==> src/rtl/proc_pkg.sv <==
// Shared pipeline types and widths for the decode/execute boundary.
// Opcode constants here are the same encoding the decoder emits.
package proc_pkg;

    localparam int DATA_W = 16;
    localparam int ADDR_W = 3;
    localparam int OP_W   = 5;

    localparam logic [OP_W-1:0] OP_ADD = 5'd0;
    localparam logic [OP_W-1:0] OP_SUB = 5'd1;
    localparam logic [OP_W-1:0] OP_LD  = 5'd2;
    localparam logic [OP_W-1:0] OP_ST  = 5'd3;
    localparam logic [OP_W-1:0] OP_BEQ = 5'd4;

    typedef enum logic {
        RUN    = 1'b0,
        BUBBLE = 1'b1
    } state_t;

endpackage

==> src/rtl/id_ex_if.sv <==
// ID/EX boundary bundle: decoded instruction in, EX-stage registers and stall out.
// master = decode/pipeline control side, slave = the id_ex_stage register.
interface id_ex_if
    import proc_pkg::*;
#(
    parameter int DATA_W = proc_pkg::DATA_W,
    parameter int ADDR_W = proc_pkg::ADDR_W,
    parameter int OP_W   = proc_pkg::OP_W
);
    logic              in_valid;
    logic [OP_W-1:0]   opcode;
    logic [ADDR_W-1:0] dst_addr;
    logic [ADDR_W-1:0] src_addr;
    logic [DATA_W-1:0] read_data1;
    logic [DATA_W-1:0] read_data2;
    logic [DATA_W-1:0] imm;
    logic              ctrl_mem_read;
    logic              ctrl_reg_write;
    logic              ex_stall;
    logic              flush;

    logic              ex_valid;
    logic              ex_mem_read;
    logic              ex_reg_write;
    logic [OP_W-1:0]   ex_opcode;
    logic [ADDR_W-1:0] ex_dst_addr;
    logic [ADDR_W-1:0] ex_src_addr;
    logic [DATA_W-1:0] ex_op1;
    logic [DATA_W-1:0] ex_op2;
    logic [DATA_W-1:0] ex_imm;
    logic              id_stall;

    modport master (
        output in_valid, opcode, dst_addr, src_addr, read_data1, read_data2, imm,
               ctrl_mem_read, ctrl_reg_write, ex_stall, flush,
        input  ex_valid, ex_mem_read, ex_reg_write, ex_opcode, ex_dst_addr,
               ex_src_addr, ex_op1, ex_op2, ex_imm, id_stall
    );

    modport slave (
        input  in_valid, opcode, dst_addr, src_addr, read_data1, read_data2, imm,
               ctrl_mem_read, ctrl_reg_write, ex_stall, flush,
        output ex_valid, ex_mem_read, ex_reg_write, ex_opcode, ex_dst_addr,
               ex_src_addr, ex_op1, ex_op2, ex_imm, id_stall
    );

endinterface

==> src/rtl/id_ex_stage_hazard_detect.sv <==
// Load-use comparator: the instruction in EX is a load whose result the ID
// instruction names as either register operand.
module hazard_detect #(
    parameter int ADDR_W = proc_pkg::ADDR_W
) (
    input  logic              enable,
    input  logic              ex_valid,
    input  logic              ex_mem_read,
    input  logic              ex_reg_write,
    input  logic              in_valid,
    input  logic [ADDR_W-1:0] ex_dst_addr,
    input  logic [ADDR_W-1:0] src_addr,
    input  logic [ADDR_W-1:0] dst_addr,
    output logic              hazard
);

    assign hazard = enable && ex_valid && ex_mem_read && ex_reg_write && in_valid &&
                    ((ex_dst_addr == src_addr) || (ex_dst_addr == dst_addr));

endmodule

==> src/rtl/id_ex_stage.sv <==
// ID/EX pipeline register with flush, downstream hold and optional load-use
// bubble insertion (enabled by defining ID_EX_HAZARD_DETECT_EN).
module id_ex_stage
    import proc_pkg::*;
#(
    parameter int DATA_W = proc_pkg::DATA_W,
    parameter int ADDR_W = proc_pkg::ADDR_W,
    parameter int OP_W   = proc_pkg::OP_W
) (
    input  logic    clk,
    input  logic    reset,
    id_ex_if.slave  bus
);

    logic hazard;
    logic clear_en;
    logic load_en;

`ifdef ID_EX_HAZARD_DETECT_EN
    state_t state;
    state_t state_nx;

    // The cycle after a bubble the held instruction must go through, so the
    // comparator is muted while in BUBBLE.
    hazard_detect #(.ADDR_W(ADDR_W)) u_hazard_detect (
        .enable      (state == RUN),
        .ex_valid    (bus.ex_valid),
        .ex_mem_read (bus.ex_mem_read),
        .ex_reg_write(bus.ex_reg_write),
        .in_valid    (bus.in_valid),
        .ex_dst_addr (bus.ex_dst_addr),
        .src_addr    (bus.src_addr),
        .dst_addr    (bus.dst_addr),
        .hazard      (hazard)
    );

    always_ff @(posedge clk) begin
        if (reset) begin
            state <= RUN;
        end else begin
            state <= state_nx;
        end
    end

    always_comb begin
        state_nx = state;
        if (bus.flush) begin
            state_nx = RUN;
        end else if (bus.ex_stall) begin
            state_nx = state;
        end else if (state == BUBBLE) begin
            state_nx = RUN;
        end else if (hazard) begin
            state_nx = BUBBLE;
        end
    end
`else
    assign hazard = 1'b0;
`endif

    assign clear_en = reset || bus.flush || (!bus.ex_stall && (hazard || !bus.in_valid));
    assign load_en  = !bus.ex_stall;

    always_ff @(posedge clk) begin
        if (clear_en) begin
            bus.ex_valid     <= 1'b0;
            bus.ex_mem_read  <= 1'b0;
            bus.ex_reg_write <= 1'b0;
            bus.ex_opcode    <= '0;
            bus.ex_dst_addr  <= '0;
            bus.ex_src_addr  <= '0;
            bus.ex_op1       <= '0;
            bus.ex_op2       <= '0;
            bus.ex_imm       <= '0;
        end else if (load_en) begin
            bus.ex_valid     <= bus.in_valid;
            bus.ex_mem_read  <= bus.ctrl_mem_read;
            bus.ex_reg_write <= bus.ctrl_reg_write;
            bus.ex_opcode    <= bus.opcode;
            bus.ex_dst_addr  <= bus.dst_addr;
            bus.ex_src_addr  <= bus.src_addr;
            bus.ex_op1       <= bus.read_data1;
            bus.ex_op2       <= bus.read_data2;
            bus.ex_imm       <= bus.imm;
        end
    end

    // Reset gates the stall so nothing upstream freezes while the pipe clears.
    assign bus.id_stall = !reset && !bus.flush && (bus.ex_stall || hazard);

endmodule

==> src/flat_wrapper.sv <==
// flat-port wrapper written by rule: the top's interface ports become plain ports
module id_ex_stage_flat import proc_pkg::*;
#(
    parameter int DATA_W = proc_pkg::DATA_W,
    parameter int ADDR_W = proc_pkg::ADDR_W,
    parameter int OP_W   = proc_pkg::OP_W
)
  (clk, reset, bus_in_valid, bus_opcode, bus_dst_addr, bus_src_addr, bus_read_data1, bus_read_data2, bus_imm, bus_ctrl_mem_read, bus_ctrl_reg_write, bus_ex_stall, bus_flush, bus_ex_valid, bus_ex_mem_read, bus_ex_reg_write, bus_ex_opcode, bus_ex_dst_addr, bus_ex_src_addr, bus_ex_op1, bus_ex_op2, bus_ex_imm, bus_id_stall);
  id_ex_if #(.DATA_W(DATA_W), .ADDR_W(ADDR_W), .OP_W(OP_W)) bus_i ();
  input  logic clk;
  input  logic reset;
  input wire logic [$bits(bus_i.in_valid)-1:0] bus_in_valid;
  input wire logic [$bits(bus_i.opcode)-1:0] bus_opcode;
  input wire logic [$bits(bus_i.dst_addr)-1:0] bus_dst_addr;
  input wire logic [$bits(bus_i.src_addr)-1:0] bus_src_addr;
  input wire logic [$bits(bus_i.read_data1)-1:0] bus_read_data1;
  input wire logic [$bits(bus_i.read_data2)-1:0] bus_read_data2;
  input wire logic [$bits(bus_i.imm)-1:0] bus_imm;
  input wire logic [$bits(bus_i.ctrl_mem_read)-1:0] bus_ctrl_mem_read;
  input wire logic [$bits(bus_i.ctrl_reg_write)-1:0] bus_ctrl_reg_write;
  input wire logic [$bits(bus_i.ex_stall)-1:0] bus_ex_stall;
  input wire logic [$bits(bus_i.flush)-1:0] bus_flush;
  output wire logic [$bits(bus_i.ex_valid)-1:0] bus_ex_valid;
  output wire logic [$bits(bus_i.ex_mem_read)-1:0] bus_ex_mem_read;
  output wire logic [$bits(bus_i.ex_reg_write)-1:0] bus_ex_reg_write;
  output wire logic [$bits(bus_i.ex_opcode)-1:0] bus_ex_opcode;
  output wire logic [$bits(bus_i.ex_dst_addr)-1:0] bus_ex_dst_addr;
  output wire logic [$bits(bus_i.ex_src_addr)-1:0] bus_ex_src_addr;
  output wire logic [$bits(bus_i.ex_op1)-1:0] bus_ex_op1;
  output wire logic [$bits(bus_i.ex_op2)-1:0] bus_ex_op2;
  output wire logic [$bits(bus_i.ex_imm)-1:0] bus_ex_imm;
  output wire logic [$bits(bus_i.id_stall)-1:0] bus_id_stall;
  assign bus_i.in_valid = bus_in_valid;
  assign bus_i.opcode = bus_opcode;
  assign bus_i.dst_addr = bus_dst_addr;
  assign bus_i.src_addr = bus_src_addr;
  assign bus_i.read_data1 = bus_read_data1;
  assign bus_i.read_data2 = bus_read_data2;
  assign bus_i.imm = bus_imm;
  assign bus_i.ctrl_mem_read = bus_ctrl_mem_read;
  assign bus_i.ctrl_reg_write = bus_ctrl_reg_write;
  assign bus_i.ex_stall = bus_ex_stall;
  assign bus_i.flush = bus_flush;
  assign bus_ex_valid = bus_i.ex_valid;
  assign bus_ex_mem_read = bus_i.ex_mem_read;
  assign bus_ex_reg_write = bus_i.ex_reg_write;
  assign bus_ex_opcode = bus_i.ex_opcode;
  assign bus_ex_dst_addr = bus_i.ex_dst_addr;
  assign bus_ex_src_addr = bus_i.ex_src_addr;
  assign bus_ex_op1 = bus_i.ex_op1;
  assign bus_ex_op2 = bus_i.ex_op2;
  assign bus_ex_imm = bus_i.ex_imm;
  assign bus_id_stall = bus_i.id_stall;
  id_ex_stage #(.DATA_W(DATA_W), .ADDR_W(ADDR_W), .OP_W(OP_W)) u_core (.clk(clk), .reset(reset), .bus(bus_i));
endmodule
==> config.mk <==
export PLATFORM = sky130hd
export DESIGN_NAME = id_ex_stage_flat
export DESIGN_NICKNAME = d
export VERILOG_FILES = /design/src/rtl/proc_pkg.sv /design/src/rtl/id_ex_if.sv /design/src/rtl/id_ex_stage_hazard_detect.sv /design/src/rtl/id_ex_stage.sv /design/src/flat_wrapper.sv
export SDC_FILE = /design/constraint.sdc
export NUM_CORES = 1
export LEC_CHECK = 0
export CORE_MARGIN = 1.5
export CORE_UTILIZATION = 36
export CTS_CLUSTER_SIZE = 12
export DETAILED_ROUTE_END_ITERATION = 10
export PLACE_DENSITY = 0.81
export SETUP_SLACK_MARGIN = 0.05
export SYNTH_ARGS = -nofsm -noshare
export SYNTH_HDL_FRONTEND = slang
export SYNTH_SLANG_ARGS = --single-unit
==> constraint.sdc <==
create_clock -name clk -period 1.2 [get_ports clk]
set_clock_uncertainty 0.1 [all_clocks]
set_input_delay 0.18 -clock clk [delete_from_list [all_inputs] [get_ports clk]]
set_output_delay 0.18 -clock clk [all_outputs]
set_load 0.02 [all_outputs]
==> metrics.md, run 1 <==
| Metric | Value |
|---|---|
| Worst Tran Pin Value | 0.469 ns |
| PD cells | 1290 nW/um^2 |
| ANT cells | 0 |
| Critical path class | reg2out |
| Status | completed |
| Initial Util | 0.369 |
| Syn_area_per_cell | 8.94 sq um |
| Clock buffer depth | 2 |
| LEAKAGE | 0.00145 uW |
| Clk sinks | 62 |
| CTS tree | yes |
| Final design utilization | 0.552 |
| CP Capture Type | output pin |
| Yosys top cell area share | 0.501 |
| Clock share of power | 0.436 |
| Rel. slew slack | 0.688 |
| Worst skew pair latency | 0.31 ns |
| Min Hold Slack | 0.247 ns |
| Post-Place Cells | 464 |
| Peak Freq | 0.905 GHz |
| I/O Pins | 129 |
| Vias per cell | 4.78 |
| Maxcap violations | 0 |
| Clk slew on worst S/H paths | 0.07 ns |
| DR iter-0 viols | 92 |
| Die footprint | 7390 sq um |
| Slew Viols, Final | 0 |
| Internal | 3760 uW |
| Vias | 2,293 |
| Post-Route WL | 6330 um |
| Vias in the first global route | 2,187 |
| Setup violations, final | 0 |
| Synthesized net count | 343 |
| Worst path required time | 0.92 ns |
| Port Buf Inserts | 128 |
| Site Rows | 30 |
| RSZ-0062 raised after global routing | true |
| Synth top area cells | dfxtp_1 (50%), nand3b_1 (18%), a21oi_1 (12%) |
| Synth Instances | 277 |
| Slowest cell on crit path | dfxtp_1 |
| Clock buffers created by TritonCTS | 9 |
| Combinational share of power | 0.120 |
| GRT Util Overall | 0.175 |
| Area of the core | 6720 sq um |
| Sequential power share | 0.444 |
| Post-synth EDFFs | 0 |
| Min setup slack post-route | 0.0945 ns |
| Synth-to-Final Area Change | 49.7% |
| Worst VDD drop | 0.000633 V |
| Post-CTS setup buffer count | 0 |
| Hold Vio Cnt, Final | 0 |
| Fin crit period | 1.11 ns |
| Seq/Total Area, Yosys | 0.501 |
| Synth async-reset ratio | 0 |
| H-tree Lvls | 3 |
| Largest net degree at the start of global routing | 89 |
| Post-route ant nets | 0 |
| CP Cell Sequence | buf_2 |
| CP Max Fanout | 2 |
| Family with the most delay on the worst path | flip-flops |
| FF+latch count, synth | 62 |
| Synthesized area | 2480 sq um |
| Drc violations | 0 |
| Commonest cells in the netlist | dfxtp_1 (62), a21oi_1 (61), nand2_1 (61), nand3b_1 (61), buf_6 (14) |
| GP Congestion | 0.694 |
| Arrival time worst endpoint | 0.83 ns |
| Largest stage delay on the critical path | 0.34 ns |
| Tcrit/Tclk final | 0.921 |
| Crit path buf inv count | 1 |
| Initial antenna violation count | 0 |
| Die X-Extent | 86.0 um |
| Die Y-Extent | 86.0 um |
| HPWL Detailed | 4170 um |
| Pre-CTS WS | -0.712 ns |
| WL/cell | 13.2 um |
| First-pass GRT wire length | 10,200 um |
| Share of cells above drive strength 1 | 0.220 |
| NetSw | 1020 uW |
| Ys flop type | dfxtp_1 |
| Post-synthesis cell type count | 11 |
| Fin nets | 461 |
| Pwr Total | 4780 uW |
| Synth warnings | 0 |
| Root Buffer | clkbuf_8 |
| Drt pass-1 iters | 4 |
| Sw frac | 0.214 |
| Hold Crit Class | in2reg |
| GRT Residual Overflow | 0 |
| Top-count cell post-synth | dfxtp_1 |
| Post-synth top area cell | dfxtp_1 |
| Worst setup SP type | flop |
| Layout Cells excl Fill | 480 |
==> tightest hold or removal path: stages <==
cell,delay (ns)
buf_2,0.12
buf_12,0.17
nand3b_1,0.10
a21oi_1,0.06
==> flip-flops by register name (all words and copies together), names as in the netlist <==
register	cells
u_core.bus.ex_op1	16
u_core.bus.ex_valid	1
u_core.bus.ex_mem_read	1
u_core.bus.ex_src_addr	3
u_core.bus.ex_op2	16
u_core.bus.ex_reg_write	1
u_core.bus.ex_opcode	5
u_core.bus.ex_dst_addr	3
u_core.bus.ex_imm	16
==> cell usage in the layout, fill, tap and decap left out <==
cell	Yosys	layout
dfxtp_1	62	62
nand2_1	61	61
nand3b_1	61	61
a21oi_1	61	61
clkdlybuf4s50_1	0	61
buf_2	8	37
buf_4	0	30
clkbuf_8	0	12
bufinv_16	0	2
clkdlybuf4s15_1	0	2
buf_6	14	2
buf_12	0	2
or2_4	0	1
mux2i_1	1	1
nor2_1	2	1
inv_1	1	1
nor2_4	0	1
clkbuf_1	5	1
clkinv_2	0	1
==> through the flow <==
stage | instance area, sq um | setup TNS (ns)
2_1_floorplan | 2480 | 0
3_3_place_gp | 3700 | -29.15
3_5_place_dp | 3700 | -30.02
4_1_cts | 3640 | 0
5_1_grt | 3710 | 0
6_report | 3710 | 0
==> kinds of logic (layout without fill, tap and decap cells) <==
family,Yosys count,after routing,synth area share
and+or+nand+nor,125,125,0.283
DFF,62,62,0.501
AOI/OAI and AO/OA,61,61,0.123
buffers and inverters,28,151,0.0889
muxes,1,1,0.00404
==> per-layer routing <==
layer | share of wire | global-route usage
met2 | 0.48 | 0.292
met1 | 0.44 | 0.208
met4 | 0.0036 | 0.0660
met3 | 0.072 | 0.0577
met5 | 0 | 0
==> power groups by stage <==
stage          combinational, uW  clock (uW)  sequential, uW
3_3_place_gp                 597           0            2160
6_report                     576        2080            2120
3_5_place_dp                 604           0            2170
5_1_grt                      622        2250            2120
2_1_floorplan                245           0            2220
4_1_cts                      571        2150            2120
==> area by class of cell <==
class | count | area (sq um)
clock buffers | 13 | 169
inverters | 1 | 3.75
repair buffers | 134 | 1100
multi-input cells | 187 | 1030
clock inverters | 3 | 65.1
flip-flops and latches | 62 | 1240
fillers | 635 | 3010
well taps | 80 | 100
==> worst paths after layout <==
path | start | end | slack (ns) | depth (start not counted)
hold / removal | bus_in_valid | u_core.bus.ex_op1[9] | 0.25 | 4
hold reg to reg | u_core.bus.ex_imm[6] | u_core.bus.ex_imm[6] | 0.35 | 2
setup / recovery | u_core.bus.ex_imm[11] | bus_ex_imm[11] | 0.09 | 1
setup reg to reg | u_core.bus.ex_imm[15] | u_core.bus.ex_imm[15] | 0.47 | 2
==> what timing repair did <==
action / CTS / global route
gates resized for setup: 261 / 28
setup endpoints to repair: 125 / 28
hold buffers: 0 / 0
pin swaps: 2 / 1
gates cloned: 0 / 0
Note: power is estimated with default switching activity, not from simulation.
==> run 2, diff against run 1 <==
Settings changed: RECOVER_POWER set to 100.
==> metrics.md, run 2 (synthesis gave the netlist of run 1 again) <==
| Metric | Value |
|---|---|
| Status | completed |
| Footprint of the multi-input gates | 1030 sq um |
| First-pass GRT wire length | 10,200 um |
| CP Cell Sequence | clkbuf_2 |
| Vias | 2,293 |
| WP depth | 1 |
| Initial Util | 0.369 |
| Commonest cells after routing, fill and taps aside | dfxtp_1 (62), nand2_1 (61), nand3b_1 (61), a21oi_1 (61), clkdlybuf4s50_1 (61) |
| Fin crit period | 1.12 ns |
| PD cells | 1310 nW/um^2 |
| Maxcap violations | 0 |
| CP Max Fanout | 2 |
| Tcrit/Tclk final | 0.933 |
| Slew Viols, Final | 0 |
| HPWL Detailed | 4170 um |
| Fin nets | 461 |
| Worst skew pair latency | 0.32 ns |
| Commonest non-fill, non-tap cell in the layout | dfxtp_1 |
| Largest net degree at the start of global routing | 89 |
| CP Capture Type | output pin |
| FF-to-FF path depth | 2 |
| Root Buffer | clkbuf_8 |
| Vias per cell | 4.78 |
| CTS tree | yes |
| Post-Route WL | 6330 um |
| Drc violations | 0 |
| Crit path buf inv count | 1 |
| Post-route ant nets | 0 |
| RSZ-0062 raised after global routing | true |
| Die footprint | 7390 sq um |
| ANT cells | 0 |
| Worst Tran Pin Value | 0.650 ns |
| Initial antenna violation count | 0 |
| DR iter-0 viols | 93 |
| Synth-to-Final Area Change | 47.1% |
| Worst path required time | 0.92 ns |
| Cts hold-fix bufs | 0 |
| Hold depth | 4 |
| Die X-Extent | 86.0 um |
| GRT Util Overall | 0.175 |
| Sw frac | 0.214 |
| Hold Crit Class | in2reg |
| GRT Residual Overflow | 0 |
| Clk slew on worst S/H paths | 0.07 ns |
| Clock share of power | 0.437 |
| Slowest cell on crit path | dfxtp_1 |
| Hold Vio Cnt, Final | 0 |
| Top Registers | u_core.bus.ex_imm (16), u_core.bus.ex_op1 (16), u_core.bus.ex_op2 (16) |
| Worst setup SP type | flop |
| GP Congestion | 0.694 |
| Die Y-Extent | 86.0 um |
| Clock buffers created by TritonCTS | 9 |
| WL/cell | 13.2 um |
| Peak Freq | 0.894 GHz |
| FF/Latch Area | 1240 sq um |
| I/O Pins | 129 |
| Port Buf Inserts | 128 |
| Critical path class | reg2out |
| Worst VDD drop | 0.000637 V |
| LEAKAGE | 0.00140 uW |
| Internal | 3750 uW |
| Sequential power share | 0.445 |
| Area of the core | 6720 sq um |
| Setup violations, final | 0 |
| Pwr Total | 4770 uW |
| Largest stage delay on the critical path | 0.34 ns |
| Combinational share of power | 0.118 |
| Hold path start | bus_in_valid |
| H-tree Lvls | 3 |
| NetSw | 1020 uW |
| Rel. slew slack | 0.567 |
| Clock buffer depth | 2 |
| FILL cells | 638 |
| Setup total negative slack | 0 ns |
| Family with the most delay on the worst path | flip-flops |
| Reg-to-Reg Start | u_core.bus.ex_imm[15] |
| Arrival time worst endpoint | 0.84 ns |
| Site Rows | 30 |
| Vias in the first global route | 2,187 |
| Share of cells above drive strength 1 | 0.220 |
| Drt pass-1 iters | 4 |
| Post-CTS setup buffer count | 0 |
| Clk sinks | 62 |
| Critical path origin | u_core.bus.ex_imm[3] |
run 2: worst min-delay path, delay by kind of cell:
family | cells | cell delay, ns
buffers and inverters | 2 | 0.29
AND/OR/NAND/NOR | 1 | 0.10
AO/OA/AOI/OAI | 1 | 0.06
run 2: path summary, 6_finish.rpt:
check                           slack [ns]                     to
worst min-delay path                  0.25   u_core.bus.ex_op1[9]
worst max-delay path                  0.08          bus_ex_imm[3]
worst min register to register        0.35   u_core.bus.ex_imm[6]
worst max register to register        0.48  u_core.bus.ex_imm[15]
run 2: repair_timing:
action	in CTS	in global routing
pin swaps	2	1
gates resized for setup	261	28
endpoints found under the setup margin	125	28
run 2: routing by layer:
metal | up-vias | GRT usage | part of all wire | wire length, um
met3 | 2 | 0.0577 | 0.065 | 409
met4 | 0 | 0.0660 | 0.0036 | 23
met1 | 1048 | 0.208 | 0.45 | 2830
li1 | 1171 | - | - | -
met5 | - | 0 | 0 | 0
met2 | 72 | 0.292 | 0.48 | 3070
run 2: layout make-up:
class	count	area share
repair buffers	134	0.285
multi-input cells	187	0.281
clock buffers	13	0.0463
inverters	1	0.00103
clock inverters	3	0.0179
well taps	80	0.0275
flip-flops and latches	62	0.341
run 2: metrics by stage:
stage / cell area [sq um] / util / std cells / hold slack, ns / worst slack (ns)
6_report: 3640 / 0.542 / 480 / 0.250 / 0.0809
5_1_grt: 3640 / 0.542 / 480 / 0.249 / 0.0264
2_1_floorplan: 2480 / - / 277 / 0.241 / 0.0576
3_5_place_dp: 3700 / 0.551 / 464 / 0.349 / -0.712
3_3_place_gp: 3700 / 0.551 / 464 / 0.340 / -0.718
4_1_cts: 3640 / 0.542 / 480 / 0.242 / 0.0578
run 2: power groups by stage:
| stage | Clock (uW) | Sequential, uW | Combinational (uW) |
|---|---|---|---|
| 2_1_floorplan | 0 | 2220 | 245 |
| 3_5_place_dp | 0 | 2170 | 604 |
| 3_3_place_gp | 0 | 2160 | 597 |
| 6_report | 2080 | 2120 | 565 |
| 5_1_grt | 2250 | 2120 | 611 |
| 4_1_cts | 2150 | 2120 | 571 |
